## config.mk

```make
export PLATFORM = sky130hd
export DESIGN_NAME = uart_rx
export DESIGN_NICKNAME = d
export VERILOG_FILES = /design/src/rtl/uart_pkg.sv /design/src/rtl/uart_rx_fifo.sv /design/src/rtl/uart_rx.sv
export SDC_FILE = /design/constraint.sdc
export NUM_CORES = 1
export LEC_CHECK = 0
export BUFFER_PORTS_ARGS = -buffer_cell sky130_fd_sc_hd__buf_2
export CORE_MARGIN = 2
export CORE_UTILIZATION = 30
export CTS_BUF_LIST = sky130_fd_sc_hd__clkbuf_8
export CTS_CLUSTER_DIAMETER = 30
export DETAILED_ROUTE_END_ITERATION = 10
export PLACE_DENSITY = 0.51
export SYNTH_ARGS = -nofsm -noshare
export SYNTH_HDL_FRONTEND = slang
export SYNTH_SLANG_ARGS = --single-unit
```

## constraint.sdc

```tcl
create_clock -name CLK -period 5.6 [get_ports CLK]
set_input_delay 0.84 -clock CLK [delete_from_list [all_inputs] [get_ports CLK]]
set_output_delay 0.84 -clock CLK [all_outputs]
set_load 0.05 [all_outputs]
```

## src/rtl/uart_pkg.sv

```systemverilog
// rtl/uart_pkg.sv - shared types and IOBUS constants for the UART receiver
package uart_pkg;

  typedef enum logic [2:0] {IDLE, START, DATA, PARITY, STOP} rx_state_t;

  localparam logic [31:0] UART_RX_DATA_AD = 32'h1124_0000;
  localparam logic [31:0] UART_RX_STAT_AD = 32'h1128_0000;

  localparam int STAT_VALID_BIT     = 0;
  localparam int STAT_FULL_BIT      = 1;
  localparam int STAT_FRAME_ERR_BIT = 2;
  localparam int STAT_OVERRUN_BIT   = 3;
  localparam int STAT_PAR_ERR_BIT   = 4;

endpackage

```

## src/rtl/uart_rx_fifo.sv

```systemverilog
// rtl/uart_rx_fifo.sv - show-ahead synchronous FIFO; head is 0 when empty
module uart_rx_fifo #(
  parameter int WIDTH = 8,
  parameter int DEPTH = 4
) (
  input  logic                     CLK,
  input  logic                     RST,
  input  logic                     push,
  input  logic [WIDTH-1:0]         push_data,
  input  logic                     pop,
  output logic [WIDTH-1:0]         head,
  output logic [$clog2(DEPTH):0]   count
);

  localparam int AW = $clog2(DEPTH);

  logic [WIDTH-1:0] mem [DEPTH];
  logic [AW-1:0]    wr_ptr;
  logic [AW-1:0]    rd_ptr;
  logic             not_empty;
  logic             full;
  logic             do_push;
  logic             do_pop;

  assign not_empty = (count != '0);
  assign full      = (count == (AW+1)'(DEPTH));
  assign do_pop    = pop && not_empty;
  // A pop in the same cycle frees the slot, so a push into a full FIFO is still accepted.
  assign do_push   = push && (!full || do_pop);
  assign head      = not_empty ? mem[rd_ptr] : '0;

  always_ff @(posedge CLK) begin
    if (do_push) begin
      mem[wr_ptr] <= push_data;
    end
  end

  always_ff @(posedge CLK) begin
    if (RST) begin
      wr_ptr <= '0;
      rd_ptr <= '0;
      count  <= '0;
    end else begin
      if (do_push) wr_ptr <= wr_ptr + 1'b1;
      if (do_pop)  rd_ptr <= rd_ptr + 1'b1;
      case ({do_push, do_pop})
        2'b10:   count <= count + 1'b1;
        2'b01:   count <= count - 1'b1;
        default: count <= count;
      endcase
    end
  end

endmodule

```

## src/rtl/uart_rx.sv

```systemverilog
// rtl/uart_rx.sv - 8N1 UART receiver into a show-ahead FIFO with sticky error flags.
// Define UART_RX_PARITY_EN to expect an even-parity bit and expose PAR_ERR.
module uart_rx
  import uart_pkg::*;
#(
  parameter int CLK_FREQ   = 50000000,
  parameter int BAUD       = 115200,
  parameter int FIFO_DEPTH = 4
) (
  input  logic       CLK,
  input  logic       RST,
  input  logic       RX,
  input  logic       RD_EN,
  input  logic       CLR_ERR,
  output logic [7:0] DATA,
  output logic       VALID,
  output logic       FULL,
  output logic       FRAME_ERR,
  output logic       OVERRUN,
  output logic       INTRPT
`ifdef UART_RX_PARITY_EN
  ,
  output logic       PAR_ERR
`endif
);

  localparam int CLKS_PER_BIT = CLK_FREQ / BAUD;
  localparam int CW           = $clog2(CLKS_PER_BIT) + 1;
  localparam int AW           = $clog2(FIFO_DEPTH);

  logic              rx_m, rx_s, rx_d;
  rx_state_t         state, state_nxt;
  logic [CW-1:0]     cnt, cnt_nxt;
  logic [2:0]        bit_idx, bit_idx_nxt;
  logic [7:0]        shreg, shreg_nxt;
  logic              expired;
  logic              push_req;
  logic              frame_set;
  logic              pop_ok;
  logic              overrun_set;
  logic [AW:0]       count;
`ifdef UART_RX_PARITY_EN
  logic              par_set;
`endif

  // Reset to the idle level so the edge detector never sees a false start out of reset.
  always_ff @(posedge CLK) begin
    if (RST) begin
      rx_m <= 1'b1;
      rx_s <= 1'b1;
      rx_d <= 1'b1;
    end else begin
      rx_m <= RX;
      rx_s <= rx_m;
      rx_d <= rx_s;
    end
  end

  assign expired = (cnt == '0);

  always_ff @(posedge CLK) begin
    if (RST) begin
      state   <= IDLE;
      cnt     <= '0;
      bit_idx <= '0;
      shreg   <= '0;
    end else begin
      state   <= state_nxt;
      cnt     <= cnt_nxt;
      bit_idx <= bit_idx_nxt;
      shreg   <= shreg_nxt;
    end
  end

  // Reloads use CLKS_PER_BIT-1 because the expiry cycle itself counts as one bit clock.
  always_comb begin
    state_nxt   = state;
    cnt_nxt     = cnt;
    bit_idx_nxt = bit_idx;
    shreg_nxt   = shreg;
    push_req    = 1'b0;
    frame_set   = 1'b0;
`ifdef UART_RX_PARITY_EN
    par_set     = 1'b0;
`endif
    case (state)
      IDLE: begin
        // Falling edge only: a line held low after a break cannot restart a frame.
        if (rx_d && !rx_s) begin
          cnt_nxt   = CW'(CLKS_PER_BIT / 2);
          state_nxt = START;
        end
      end
      START: begin
        if (!expired) begin
          cnt_nxt = cnt - 1'b1;
        end else if (rx_s) begin
          state_nxt = IDLE;
        end else begin
          cnt_nxt     = CW'(CLKS_PER_BIT - 1);
          bit_idx_nxt = 3'd0;
          state_nxt   = uart_pkg::DATA;
        end
      end
      uart_pkg::DATA: begin
        if (!expired) begin
          cnt_nxt = cnt - 1'b1;
        end else begin
          shreg_nxt   = {rx_s, shreg[7:1]};
          cnt_nxt     = CW'(CLKS_PER_BIT - 1);
          bit_idx_nxt = bit_idx + 3'd1;
          if (bit_idx == 3'd7) begin
`ifdef UART_RX_PARITY_EN
            state_nxt = PARITY;
`else
            state_nxt = STOP;
`endif
          end
        end
      end
`ifdef UART_RX_PARITY_EN
      PARITY: begin
        if (!expired) begin
          cnt_nxt = cnt - 1'b1;
        end else begin
          par_set   = (rx_s != ^shreg);
          cnt_nxt   = CW'(CLKS_PER_BIT - 1);
          state_nxt = STOP;
        end
      end
`endif
      STOP: begin
        if (!expired) begin
          cnt_nxt = cnt - 1'b1;
        end else begin
          push_req  = rx_s;
          frame_set = !rx_s;
          state_nxt = IDLE;
        end
      end
      default: state_nxt = IDLE;
    endcase
  end

  assign VALID       = (count != '0);
  assign FULL        = (count == (AW+1)'(FIFO_DEPTH));
  assign pop_ok      = RD_EN && VALID;
  assign overrun_set = push_req && FULL && !pop_ok;

  uart_rx_fifo #(
    .WIDTH (8),
    .DEPTH (FIFO_DEPTH)
  ) u_fifo (
    .CLK       (CLK),
    .RST       (RST),
    .push      (push_req),
    .push_data (shreg),
    .pop       (pop_ok),
    .head      (DATA),
    .count     (count)
  );

  // Sticky flags: a set event in the same cycle as CLR_ERR wins.
  always_ff @(posedge CLK) begin
    if (RST) begin
      FRAME_ERR <= 1'b0;
      OVERRUN   <= 1'b0;
      INTRPT    <= 1'b0;
`ifdef UART_RX_PARITY_EN
      PAR_ERR   <= 1'b0;
`endif
    end else begin
      FRAME_ERR <= frame_set   || (FRAME_ERR && !CLR_ERR);
      OVERRUN   <= overrun_set || (OVERRUN && !CLR_ERR);
      INTRPT    <= push_req && (!FULL || pop_ok);
`ifdef UART_RX_PARITY_EN
      PAR_ERR   <= par_set     || (PAR_ERR && !CLR_ERR);
`endif
    end
  end

endmodule

```

# Word level (Yosys, flattened, before mapping)
# Memory sizes are Yosys's and may differ from the RTL's. A register that Yosys moved wholly into a read port is not among the register bits.
# Index checks and enable logic that the tools add are counted.
totals:
  mem_bits_ro: 0
  wordCells: 89
  latchBits: 0
  register_bits: 37
  mem_count: 1
  ramBits: 32
  output_inout_bits: 13
op_classes:
  shift: 0
  multipliers: 0
  addsub: 6
  mux: 27
  n_reduce_logical: 27
  n_eq_ne: 15
  bitwise_logic: 0
  n_div: 0
  magnitude_cmp: 0
memory_table:
  columns: ["memory", "words", "width", "read_ports", "rd_ports_with_merged_regs", "write_ports", "line_no", "rtl"]
  rows:
  - ["u_fifo.mem", 4, 8, 1, 1, 1, "uart_rx_fifo.sv:17", "logic [WIDTH-1:0] mem [DEPTH];"]
op_table:
  columns: ["cell", "count"]
  rows:
  - ["10-bit two-way mux", 5]
  - ["10-bit case mux with 4 select lines", 1]
  - ["3-bit two-way mux", 8]
  - ["2-bit inequality test (second input constant)", 7]
  - ["3-bit case mux with 2 select lines", 2]
  - ["3-bit case mux with 4 select lines", 1]
  - ["10-bit logical NOT", 1]
  - ["10-bit by 1-bit subtractor with 10-bit output (second input constant)", 1]
  - ["3-bit == test (second input constant)", 3]
  - ["1-bit logical AND", 9]
  - ["8-bit two-way mux", 1]
  - ["4-bit AND reduction", 2]
  - ["3-bit by 1-bit adder with 3-bit output (second input constant)", 2]
  - ["1-bit two-way mux", 6]
  - ["2-bit two-way mux", 3]
  - ["5-bit AND reduction", 1]
  - ["2-bit by 1-bit adder with 2-bit output (second input constant)", 2]
  - ["1-bit logical NOT", 4]
  - ["1-bit logical OR", 4]
  - ["2-bit nonzero test", 2]
  - ["4-bit nonzero test", 1]
  - ["3-bit by 1-bit == test with 1-bit output (second input constant)", 1]
  - ["3-bit by 2-bit == test with 1-bit output (second input constant)", 1]
  - ["3-bit logical NOT", 1]
  - ["other kinds (6)", 6]

# Depth between registers and ports, before layout
# Gate-level depths: netlist of the first run.
depth:
  word_depth: 7
  ltp_mapped: 8

# Modules after synthesis
# From an unflattened synthesis of the first run, not the netlist that was laid out.
hier_totals:
  hier_cells: 284
  area_unflattened_um2: 3253.1
modules_own_cells:
  columns: ["module", "n_inst", "area_each_um2", "cells_per_inst", "seq_area_each_um2"]
  rows:
  - ["uart_rx_fifo", 1, 1771.7, 114, 1141.1]
  - ["uart_rx", 1, 1481.4, 170, 600.6]

# Least setup slack after synthesis of the first run
# OpenSTA, ideal clock, no wires.
synth_path:
  path_type: "register to output"
  start: "register u_fifo.count[0]"
  end: "output DATA[0]"
  t_arrival_ns: 1.704
  required_ns: 4.760
  slack_ns: 3.056
  path_stages_with_launch: 5
  path_buffers: 2
  cell_sequence: "dfxtp_1 clkbuf_1 or3_1 clkbuf_1 and2_1"
synth_via:
  elab_chain_len: 2
synth_lines:
  columns: ["element", "line_no", "rtl"]
  rows:
  - ["start, declared", "uart_rx_fifo.sv:12", "output logic [$clog2(DEPTH):0] count"]
  - ["start signal, assigned", "uart_rx_fifo.sv:47", "2'b10: count <= count + 1'b1;"]
  - ["start signal, assigned", "uart_rx_fifo.sv:48", "2'b01: count <= count - 1'b1;"]
  - ["start signal, assigned", "uart_rx_fifo.sv:49", "default: count <= count;"]
  - ["3-bit nonzero test", null, null]
  - ["via VALID", "uart_rx.sv:16", "output logic VALID,"]
  - ["8-bit two-way mux", "uart_rx_fifo.sv:30", "assign head = not_empty ? mem[rd_ptr] : '0;"]
  - ["end, declared", "uart_rx.sv:15", "output logic [7:0] DATA,"]
# The timed path passes the listed nets, and every way through them passes these cells.

# Worst setup path in the final report of the first run
layout_path:
  start: "register cnt[0]"
  end: "memory u_fifo.mem[3][7] (enable)"
layout_via:
  elab_chain_len: 6
layout_lines:
  columns: ["element", "line_no", "rtl"]
  rows:
  - ["start, declared", "uart_rx.sv:33", "logic [CW-1:0] cnt, cnt_nxt;"]
  - ["start signal, assigned", "uart_rx.sv:69", "cnt <= cnt_nxt;"]
  - ["10-bit logical NOT", "uart_rx.sv:59", "assign expired = (cnt == '0);"]
  - ["1-bit two-way mux", "uart_rx.sv:133", "if (!expired) begin"]
  - ["1-bit two-way mux", "uart_rx.sv:86", "case (state)"]
  - ["1-bit logical AND", "uart_rx_fifo.sv:29", "assign do_push = push && (!full || do_pop);"]
  - ["1-bit two-way mux", "uart_rx_fifo.sv:33", "if (do_push) begin"]
  - ["1-bit two-way mux (not written as such)", "uart_rx_fifo.sv:34", "mem[wr_ptr] <= push_data;"]
  - ["end, declared", "uart_rx_fifo.sv:17", null]
# Every way passes these cells.

==> reports/metrics.yaml, run 1 <==
status: "finished, final reports clean"
postCtsHoldBufs: 0
synth_top_flop_cell: "dfxtp_1"
slew_headroom_pct: 33.2
cp_max_fo: 8
setup_violations: 0
final_cells: 435
cts_resized: 0
clk_path_buf_depth: 2
drt_iter0_markers: 103
clock_latency_ns: 0.34
drt_pre_antenna_iters: 6
clock-sinks: 71
irDropWorstVdd_v: 0.000159
synth_top_area_share_pct: 30.7
place_area_um2: 3330
critPathKind: "reg2reg"
synth_area_leaders: "edfxtp_1 31%, dfxtp_1 25%, mux4_2 5.8%"
achievable-frequency_mhz: 355
start_kind: "flop"
slew_violations: 0
clkTransAtPathRegs_ns: 0.08
core_um2: 10200
htree_levels: 3
yosys_register_bits: 71
cts-root-buf: "clkbuf_8"
die_h_um: 106
worst_pin_slew_ns: 0.995
drive_gt1_share_pct: 17.7
totalWireLength_mm: 5.94
ys_seq_area_share_pct: 55.7
vias_per_cell: 4.87
synthArstFlopShare_pct: 0
grt_max_degree: 38
gp_congestion: 0.805
fin_area_um2: 3520
crit_arrival_ns: 2.82
antenna_found_initial: 0
hpwl_mm: 4.00
hold_violations: 0
worstHoldPathType: "reg2reg"
diodes: 0
synth_edf_count: 32
start_util_pct: 30.6
min_period_ns: 2.82
area_growth_pct: 12.4
syn_nets: 293
power.density_nw_per_um2: 380
setup_tns_ns: 0
drc: 0
drtAntennaViolNets: 0
crit_required_ns: 5.60
final_util_pct: 34.4
skew_ns: 0.0104
io_pins: 18
yosysTopAreaCell: "edfxtp_1"
endpoint_kind: "flop"
grt_usage_pct: 11.3
syn-instance-count: 279
fp.dieArea_um2: 11300
rows: 37
synth_common_cells: "39 x dfxtp_1, 32 x edfxtp_1, 26 x nor2_1"
cts_setup_buffers: 0
ys_types: 54
yosysWarnings: 0
rsz0062_at_grt: "no"
grt_pass1_wl_mm: 9.99
portBuffers: 17
layout.nets: 308
dpl.cell_count: 419
die_w_um: 106
period_share_pct: 50.3
grt_pass1_vias: 1988
wire_per_inst_um: 13.7
synth.most_common_cell: "dfxtp_1"
num_vias: 2117
syn_area_um2: 3130
overflow: 0
cts_buffers: 9
cts_tree: "yes"
cap_violations: 0
avgSynthCellArea_um2: 11.2
leakagePower_nw: 1.21
## registers in the layout, indices dropped and copies added (netlist names), named ones only
| name | flops |
|---|---|
| rx_m | 1 |
| shreg | 8 |
| rx_d | 1 |
| OVERRUN | 1 |
| bit_idx | 3 |
| u_fifo.count | 3 |
| rx_s | 1 |
| u_fifo.mem | 32 |
| u_fifo.wr_ptr | 2 |
| u_fifo.rd_ptr | 2 |
| state | 3 |
| FRAME_ERR | 1 |
| cnt | 10 |
| INTRPT | 1 |
## worst max-delay path, cell delays in order, from the launching register on
cell     delay (ns)
dfxtp_1        0.34
inv_1          0.11
ha_1           0.18
or4b_4         0.48
or4_1          0.65
nor2_2         0.29
and2_1         0.43
## cell usage in the layout (no fill, tap or decap), types with 5 or more instances in the layout
cell      instances
inv_1             9
ha_1              8
a21oi_1          20
nand3_1           8
nor2_1           26
clkbuf_8          9
or3_1             5
nand2_1          24
and2_1           12
buf_2            17
edfxtp_1         32
nor3_1            7
mux4_2            8
o21ai_0           5
dfxtp_1          39
## through the flow
step | total power [mW] | hold slack (ns) | worst slack [ns]
after CTS | 1.36 | 0.416 | 2.70
after global routing | 1.41 | 0.447 | 2.46
final | 1.34 | 0.413 | 2.78
after detailed placement | 0.971 | 0.397 | 2.78
after floorplan | 0.896 | 0.389 | 3.06
after global placement | 0.970 | 0.398 | 2.81
## final cells by class
cell class / count / area (um2)
Clock buffer: 9 / 124
Clock inverter: 7 / 60.1
Fill cell: 1014 / 6710
Inverter: 9 / 33.8
Multi-Input combinational cell: 186 / 1300
Sequential cell: 71 / 1740
Tap cell: 136 / 170
Timing Repair Buffer: 17 / 85.1
## cells by family after synthesis
group	share of synthesized area (%)
xor+xnor	1.40
fa+ha+maj	3.84
buf+inv	2.72
mux	6.08
simple gates	18.2
flops	55.7
compound gates	12.1
## per-layer routing
layer | part of all wire, % | vias to the layer above | GRT usage (%) | wire length, um
li1 | - | 1056 | - | -
met1 | 50 | 1021 | 14.7 | 2950
met2 | 45 | 33 | 18.0 | 2680
met3 | 3.7 | 7 | 3.56 | 217
met4 | 1.4 | 0 | 3.67 | 85
met5 | 0 | - | 0 | 0
## path summary, 6_finish.rpt
kind / startpoint / endpoint / slack (ns) / cells past startpoint
max reg2reg: cnt[0] / u_fifo.mem[3][7] / 2.78 / 6
min: rx_m / rx_s / 0.41 / 1
min reg2reg: rx_m / rx_s / 0.41 / 1
max: cnt[0] / u_fifo.mem[3][7] / 2.78 / 6
## report_power, final
part | total (mW) | switching (mW) | internal [mW]
logic | 0.362 | 0.244 | 0.119
registers | 0.592 | 0.0359 | 0.556
clock network | 0.382 | 0.214 | 0.168
Power figures use the tool's default switching activity.
==> run 2: changes to the inputs <==
--- a/config.mk
+++ b/config.mk
@@ -5,6 +5,7 @@
 export SDC_FILE = /design/constraint.sdc
 export NUM_CORES = 1
 export LEC_CHECK = 0
+export ABC_AREA = 1
 export BUFFER_PORTS_ARGS = -buffer_cell sky130_fd_sc_hd__buf_2
 export CORE_MARGIN = 2
 export CORE_UTILIZATION = 30
==> constraint.sdc (replaced) <==
create_clock -name CLK -period 2.65 [get_ports CLK]
set_input_delay 0.3975 -clock CLK [delete_from_list [all_inputs] [get_ports CLK]]
set_output_delay 0.3975 -clock CLK [all_outputs]
set_load 0.05 [all_outputs]
==> reports/metrics.yaml, run 2 <==
avgSynthCellArea_um2: 8.63  # -23%
ys_seq_area_share_pct: 53.7  # -2.0 points
drive_gt1_share_pct: 15.1  # -2.6 points
status: "finished, final reports clean"
cts_buffers: 9  # unchanged
worst_pin_slew_ns: 0.716  # -0.279 ns
slew_violations: 0  # unchanged
num-fill-cells: 1059  # +4.4%
cts_tree: "yes"
regMostFlops: "u_fifo.mem"
synthArstFlopShare_pct: 0  # unchanged
endpoint_kind: "flop"
largestRegisters: "u_fifo.mem: 32 flops, cnt: 10 flops, shreg: 8 flops"
crit_required_ns: 2.63  # -2.97 ns
cts_resized: 0  # unchanged
synth_top_flop_cell: "dfxtp_1"
vias_per_cell: 4.51  # -7.4%
area_growth_pct: 14.3
syn_nets: 390  # +33%
num_vias: 2430  # +15%
clkTransAtPathRegs_ns: 0.08  # about the same
dpl.cell_count: 523  # +25%
clk_path_buf_depth: 2  # unchanged
cp_max_fo: 8  # unchanged
leakagePower_nw: 1.51  # +25%
start_util_pct: 31.1  # +0.55 points
final_cells: 539  # +24%
ff_latch_area_um2: 1740  # unchanged
cts-root-buf: "clkbuf_8"
clock_latency_ns: 0.35  # about the same
setup_violations: 0  # unchanged
grt_pass1_vias: 2320  # +17%
layout.nets: 412  # +34%
syn-instance-count: 376  # +35%
period_share_pct: 86.8  # +37 points
grt_pass1_wl_mm: 11.2  # +12%
multiInputGateArea_um2: 1300  # about the same
gp_congestion: 0.768  # -4.5%
wire_per_inst_um: 12.6  # -7.7%
drt_pre_antenna_iters: 4  # -2
synth_edf_count: 32  # unchanged
rows: 37  # unchanged
rsz0062_at_grt: "no"
r2r_slack_ns: 0.35  # -2.43 ns
postCtsHoldBufs: 0  # unchanged
io_pins: 18  # unchanged
achievable-frequency_mhz: 435  # +22%
totalWireLength_mm: 6.79  # +14%
fp.dieArea_um2: 11700  # +3.5%
overflow: 0  # unchanged
hold_violations: 0  # unchanged
min_period_ns: 2.30  # -0.515 ns
synth_top_area_share_pct: 29.6  # -1.1 points
yosysWarnings: 0  # unchanged
clock-sinks: 71  # unchanged
slew_headroom_pct: 52.2  # +19 points
htree_levels: 3  # unchanged
most-common-layout-cells: "74 x nor2_1, 48 x nand2_1, 39 x dfxtp_1, 35 x inv_1, 32 x edfxtp_1"
die_w_um: 108  # +1.7%
drtAntennaViolNets: 0  # unchanged
start_kind: "flop"
yosysTopAreaCell: "edfxtp_1"
setup_tns_ns: 0  # unchanged
drc: 0  # unchanged
grt_usage_pct: 12.7  # +1.4 points
critPathKind: "reg2reg"
hpwl_mm: 4.87  # +22%
worstHoldPathType: "in2reg"
grt_max_degree: 23  # -39%
largest_reg_flops: 32  # unchanged
ys_types: 33  # -39%
syn_area_um2: 3240  # +3.6%
drt_iter0_markers: 85  # -17%
diodes: 0  # unchanged
antenna_found_initial: 0  # unchanged
final_common_cell: "nor2_1"
core_um2: 10400  # +1.8%
power.density_nw_per_um2: 1110  # +190%
cap_violations: 0  # unchanged
cts_setup_buffers: 0  # unchanged
die_h_um: 108  # +1.7%
yosys_register_bits: 71  # unchanged
crit_arrival_ns: 2.28  # -0.54 ns
synth_common_cells: "74 x nor2_1, 48 x nand2_1, 39 x dfxtp_1"
portBuffers: 17  # unchanged
skew_ns: 0.0102  # -0.000263 ns
synth_area_leaders: "edfxtp_1 30%, dfxtp_1 24%, nor2_1 8.6%"
irDropWorstVdd_v: 0.000555  # +250%
synth.most_common_cell: "nor2_1"
[run 2: worst paths after layout]
check	end	startpoint	cells past startpoint
hold / removal	rx_m	RX	2
setup / recovery	u_fifo.mem[1][1]	cnt[0]	8
hold reg to reg	rx_s	rx_m	1
setup reg to reg	u_fifo.mem[1][1]	cnt[0]	8
[run 2: kinds of logic (layout without fill, tap and decap cells)]
logic type,after synthesis,after routing,share of synthesized area (%)
adder cells (fa/ha/maj),9,9,3.70
flip-flops,71,71,53.7
XOR/XNOR,4,4,1.08
AO/OA/AOI/OAI,74,74,11.6
AND/OR/NAND/NOR,167,167,23.7
buffers and inverters,51,78,6.17
[run 2: report_power, final]
part           total, mW  leakage (nW)  switching, mW  internal (mW)
Combinational       1.68         0.779           1.19          0.492
Sequential          1.46         0.614          0.176           1.29
Clock              0.979         0.115          0.436          0.543
[run 2: per-stage QoR]
stage / power (mW) / util [%] / cell area, um2 / setup WS [ns] / hold WS (ns)
2_1_floorplan: 2.81 / - / 3240 / 0.428 / 0.389
6_report: 4.13 / 35.6 / 3710 / 0.349 / 0.233
5_1_grt: 4.43 / 35.6 / 3710 / 0.136 / 0.214
3_3_place_gp: 3.17 / 33.4 / 3480 / 0.441 / 0.397
4_1_cts: 4.19 / 35.6 / 3710 / 0.253 / 0.208
3_5_place_dp: 3.18 / 33.4 / 3480 / 0.370 / 0.402
[run 2: cell type report]
type	count	share of cell area, %
sequential	71	47.0
multi-input combinational	254	35.1
tap	136	4.59
inverter	42	4.25
clock buffer	9	3.34
timing repair buffer	20	2.90
clock inverter	7	2.80
[run 2: worst max-delay path: stages, from the launching register on]
cell and delay [ns]:
dfxtp_1 0.31, inv_1 0.13, ha_1 0.17, inv_1 0.06, nor3_2 0.21, nand4_1 0.21, nor2_2 0.23, inv_2 0.11
nor2_1 0.50
[run 2: metal layers]
metal	track usage, %	up-vias	part of all wire [%]
met5	0	-	0
met4	4.40	0	1.1
met3	4.52	8	3.3
met2	22.0	36	51
met1	14.6	1101	45
li1	-	1285	-
